`config.mk`:
```
export PLATFORM = sky130hd
export DESIGN_NAME = seven_scanner
export DESIGN_NICKNAME = d
export VERILOG_FILES = /design/src/rtl/seven_scanner.sv
export SDC_FILE = /design/constraint.sdc
export NUM_CORES = 1
export LEC_CHECK = 0
export ABC_AREA = 1
export CORE_MARGIN = 4
export CORE_UTILIZATION = 48
export DETAILED_ROUTE_END_ITERATION = 6
export HOLD_SLACK_MARGIN = 0.02
export PLACE_DENSITY_LB_ADDON = 0.05
export SYNTH_ARGS = -nofsm -noshare
export SYNTH_HDL_FRONTEND = slang
export SYNTH_SLANG_ARGS = --single-unit
```
`constraint.sdc`:
```
create_clock -name clk -period 2 [get_ports clk]
set_input_delay 0.4 -clock clk [delete_from_list [all_inputs] [get_ports clk]]
set_output_delay 0.4 -clock clk [all_outputs]
set_load 0.05 [all_outputs]
```
`src/rtl/seven_scanner.sv`:
```
// seven_scanner: time-multiplexed driver for an 8-digit common-anode
// seven-segment display.
//
// Each digit owns a slot of DIGIT_CYCLES clocks. The first BLANK_CYCLES of
// every slot keep all anodes and cathodes off so the previous digit's pattern
// cannot ghost onto the next one. Segment and enable inputs are sampled once
// per frame, at the end of the frame_start cycle, so a display never tears
// mid-frame.
//
// Ports:
//   clk          rising-edge clock
//   reset        synchronous, active-high reset
//   segments     8 x 8 cathode patterns, active-low, bit 7 = DP, [0] = rightmost
//   digit_enable per-digit enable, 0 keeps the digit dark
//   an           anode drive, active-low, at most one bit low
//   ca           shared cathode drive, active-low
//   frame_start  one-cycle pulse on the first cycle of slot 0
module seven_scanner #(
    parameter int DIGIT_CYCLES = 100000,
    parameter int BLANK_CYCLES = 16
) (
    input  logic            clk,
    input  logic            reset,
    input  logic [7:0][7:0] segments,
    input  logic [7:0]      digit_enable,
    output logic [7:0]      an,
    output logic [7:0]      ca,
    output logic            frame_start
);

    localparam int CW = $clog2(DIGIT_CYCLES);

    typedef enum logic {BLANK, DRIVE} state_t;

    state_t          state, state_nxt;
    logic [2:0]      idx, idx_nxt;
    logic [CW-1:0]   cnt, cnt_nxt;
    // Cleared by reset; the first edge after release starts a fresh frame at
    // idx 0 / cnt 0 instead of advancing the counter.
    logic            running;
    logic            slot_end;
    logic [7:0][7:0] snap_seg, snap_seg_nxt;
    logic [7:0]      snap_en, snap_en_nxt;
    logic [7:0]      an_nxt, ca_nxt;
    logic            fs_nxt;

    // Position of the next cycle. Outputs are registered from these so that
    // the registered an/ca/frame_start line up with the registered idx/cnt.
    always_comb begin
        slot_end = running && (cnt == CW'(DIGIT_CYCLES - 1));
        cnt_nxt  = (!running || slot_end) ? '0 : cnt + CW'(1);
        idx_nxt  = slot_end ? idx + 3'd1 : idx;
    end

    // Snapshot as it will stand during the next cycle.
    always_comb begin
        snap_seg_nxt = snap_seg;
        snap_en_nxt  = snap_en;
        if (frame_start) begin
            snap_seg_nxt = segments;
            snap_en_nxt  = digit_enable;
        end
    end

    always_ff @(posedge clk) begin
        if (reset) state <= BLANK;
        else       state <= state_nxt;
    end

    always_comb begin
        state_nxt = state;
        an_nxt    = 8'hFF;
        ca_nxt    = 8'hFF;
        fs_nxt    = (idx_nxt == 3'd0) && (cnt_nxt == '0);
        case (state)
            BLANK: if (running && cnt_nxt == CW'(BLANK_CYCLES)) state_nxt = DRIVE;
            DRIVE: if (slot_end) state_nxt = BLANK;
            default: state_nxt = BLANK;
        endcase
        if (state_nxt == DRIVE && snap_en_nxt[idx_nxt]) begin
            an_nxt[idx_nxt] = 1'b0;
            ca_nxt          = snap_seg_nxt[idx_nxt];
        end
    end

    always_ff @(posedge clk) begin
        if (reset) begin
            running     <= 1'b0;
            idx         <= 3'd0;
            cnt         <= '0;
            snap_seg    <= {8{8'hFF}};
            snap_en     <= 8'h00;
            an          <= 8'hFF;
            ca          <= 8'hFF;
            frame_start <= 1'b0;
        end else begin
            running     <= 1'b1;
            idx         <= idx_nxt;
            cnt         <= cnt_nxt;
            snap_seg    <= snap_seg_nxt;
            snap_en     <= snap_en_nxt;
            an          <= an_nxt;
            ca          <= ca_nxt;
            frame_start <= fs_nxt;
        end
    end

endmodule
```
==> out/summary.txt <==
Max Freq: 0.456 GHz
synthesized area divided by synthesized cell count: 6.56 sq um
worst path buffer plus inverter count: 1
final global-route overflow total: 0
worst setup slack before clock tree synthesis: -0.202 ns
Worst EP arrival: 2.44 ns
clock network latency to the later pin of the worst-skew pair: 0.35 ns
CP Capture Type: register
Total Power Consumption: 4.87 mW
slowest stage delay, CP: 0.37 ns
Max FO, Critical Path: 8
unrepaired setup endpoints after global routing: true
synthesized area: 5400 sq um
Mapped Cells: 824
worst-case setup margin in the final layout: -0.193 ns
clock sinks: 111
combined area of the multi-input logic cells: 3010 sq um
Synthesized Nets: 900
largest buffer count on any clock path: 2
power density over cell area: 661 nW/um^2
worst rel slew slack: 65.1%
final number of setup-violating endpoints: 17
largest net degree at the start of global routing: 66
number of hold violations in the final report: 0
post-DR vias/cell: 5.08
1st-iter DRT viols: 385
instance area after placement: 6730 sq um
CTS tree: done
first drt pass iteration count: 5
slowest stage cell on the critical path: dfxtp_4
initial antenna violation count: 0
detailed placer's ending HPWL: 10,500 microns
number of nets at the end of the flow: 1,026
Final period util: 110%
total routed wirelength: 14,900 microns
Starting Density: 49.4%
Synth-to-Final Area Change: 36.3%
async set or reset register ratio after synthesis: 0%
violations in the final reports: negative setup slack
number of diodes added for antenna fixing: 0
min-delay worst type: reg2reg
CTS Hold Buffers Added: 0
most repeated library cell on the critical path: nand2_2
max-cap check violation count: 0
register clock-pin slew on the reported worst setup and hold paths: 0.08 ns
count of pins on the block boundary: 91
number of global-route vias before repair: 5,347
total track usage: 22.8%
final clock skew: 0.00764 ns
remaining antenna violation count after routing: 0
crit-path leading delay family: simple AND/OR/NAND/NOR gates
core area: 10,900 sq um
layout filler cell count: 934
number of rows in the core area: 38
average wire per standard cell: 13.6 microns
vias after detailed routing: 5,559
drt drc: 0
share of final-layout standard cells stronger than drive strength 1: 16.1%
yosys warns: 0
largest vdd supply drop: 530 uV
H-Tree Depth: 3
crit path time final: 2.19 ns
Slew @ Worst Pin: 0.522 ns
library cells used by synthesis: 36
post-synthesis sequential area ratio: 41.1%
Data required, critical path: 2.24 ns
Leak Pwr: 3.51 nW
Final Slew Violations: 0
launching element type of the critical path: register
number of clock buffers inserted by TritonCTS: 9
die outline height: 114 microns
chain of cells forming the critical path: ha_4, nand2_2, nor2_4, nand2_2, nor2_1, nand2_1, nand2_2, nor2_1, nor2_1, nand2_1, nor2_2, nand2_2, a21oi_4, clkbuf_16, nand3_1
Hold WS: 0.453 ns
Worst Path Class, Setup: reg2reg
flip-flop and latch area: 2240 sq um
number of flops mapped to enable cells by yosys: 0
Buffers on Ports: 90
synthesized flop and latch total: 111
Routability Congestion: 0.958
area enclosed by the die boundary: 13,000 sq um
outcome: complete, but fails checks
root buffer selected by CTS: clkbuf_16
predominant post-synthesis flop cell: dfxtp_1
global-route wire length before repair: 24,500 microns
final core utilization: 67.3%
area of all placed cells without fillers: 7360 sq um
die outline width: 114 microns
## cell usage in the layout, fill, tap and decap left out, drive strengths merged
cell type / n
o21ai: 5
clkinvlp: 2
nand4: 8
nand3: 125
nand3b: 1
or2: 1
nor3: 10
inv: 37
nand2: 402
clkinv: 4
nor2: 63
buf: 64
dfxtp: 111
o21bai: 1
clkbuf: 11
a21oi: 2
a21o: 1
xnor2: 3
ha: 2
mux2i: 8
clkdlybuf4s50: 89
xor2: 5
## routing by layer
metal	track usage, %	share of wire, %	up-vias
met5	0	0	-
met4	7.68	2.2	0
met3	4.97	4.4	31
met2	37.1	47	151
met1	30.0	46	2533
li1	-	-	2844
## final timing paths
check	start	endpoint	depth (start not counted)	slack, ns
worst max-delay path	cnt[0]$_SDFF_PP0_	ca[2]$_SDFF_PP1_	15	-0.19
worst min-delay path	snap_seg[9]$_SDFF_PP1_	snap_seg[9]$_SDFF_PP1_	2	0.45
worst max register to register	cnt[0]$_SDFF_PP0_	ca[2]$_SDFF_PP1_	15	-0.19
worst min register to register	snap_seg[9]$_SDFF_PP1_	snap_seg[9]$_SDFF_PP1_	2	0.45
## state kept, by name (all words and copies together) (netlist names)
signal       cells
snap_en          8
idx              3
running          1
snap_seg        64
an               8
ca               8
state            1
frame_start      1
cnt             17
## layout make-up
| class | instances | area share [%] |
|---|---|---|
| Sequential cell | 111 | 30.4 |
| Tap cell | 140 | 2.38 |
| Inverter | 36 | 1.94 |
| Clock inverter | 7 | 0.782 |
| Multi-Input combinational cell | 637 | 40.9 |
| Clock buffer | 9 | 3.06 |
| Timing Repair Buffer | 155 | 20.5 |
## cells in the mapped netlist, types with 2 or more instances
| cell type | count | share of area [%] |
|---|---|---|
| nand3_1 | 123 | 11 |
| nor2_2 | 3 | 0.35 |
| dfxtp_1 | 111 | 41 |
| inv_2 | 4 | 0.28 |
| nor3_1 | 9 | 0.83 |
| clkbuf_1 | 22 | 1.5 |
| nor2_4 | 2 | 0.42 |
| xnor2_1 | 3 | 0.49 |
| mux2i_1 | 8 | 1.5 |
| xor2_1 | 5 | 0.81 |
| ha_1 | 2 | 0.46 |
| buf_1 | 4 | 0.28 |
| nor2_1 | 57 | 4.0 |
| nand4_2 | 2 | 0.46 |
| nand2_1 | 394 | 27 |
| buf_6 | 4 | 0.83 |
| nand2_2 | 7 | 0.81 |
| o21ai_0 | 4 | 0.37 |
| buf_2 | 8 | 0.74 |
| nand4_1 | 5 | 0.58 |
| inv_1 | 32 | 2.2 |
## power by group
group | switching [mW] | leakage, nW | internal (mW)
sequential | 0.0329 | 0.917 | 2.32
combinational | 0.424 | 2.46 | 0.347
clock | 0.877 | 0.134 | 0.862
## stage by stage
stage / TNS (ns) / cells
finish: -2.88 / 1095
global route: -5.00 / 1095
CTS: -0.160 / 1085
detailed placement: -2.71 / 1064
global placement: -1.22 / 1064
floorplan: 0 / 824
## tightest hold or removal path, cell delays in order, from the launching register on
cell	delay (ns)
dfxtp_1	0.31
nand2_1	0.06
nand3_1	0.06
## cell families after synthesis
| family | after synthesis | share of synthesized area (%) |
|---|---|---|
| xor+xnor | 8 | 1.30 |
| fa+ha+maj | 2 | 0.463 |
| simple gates | 610 | 48.1 |
| mux | 8 | 1.48 |
| flops | 111 | 41.1 |
| buf+inv | 76 | 6.28 |
| compound gates | 9 | 1.23 |
## what timing repair did
item | 4_1_cts | 5_1_grt
hold endpoints to repair | 0 | 0
gates resized for setup | 22 | 39
endpoints found under the setup margin | 17 | 18
setup buffers | 5 | 8
gates cloned | 0 | 2
pin swaps | 7 | 4
(Power assumes the default switching activity.)
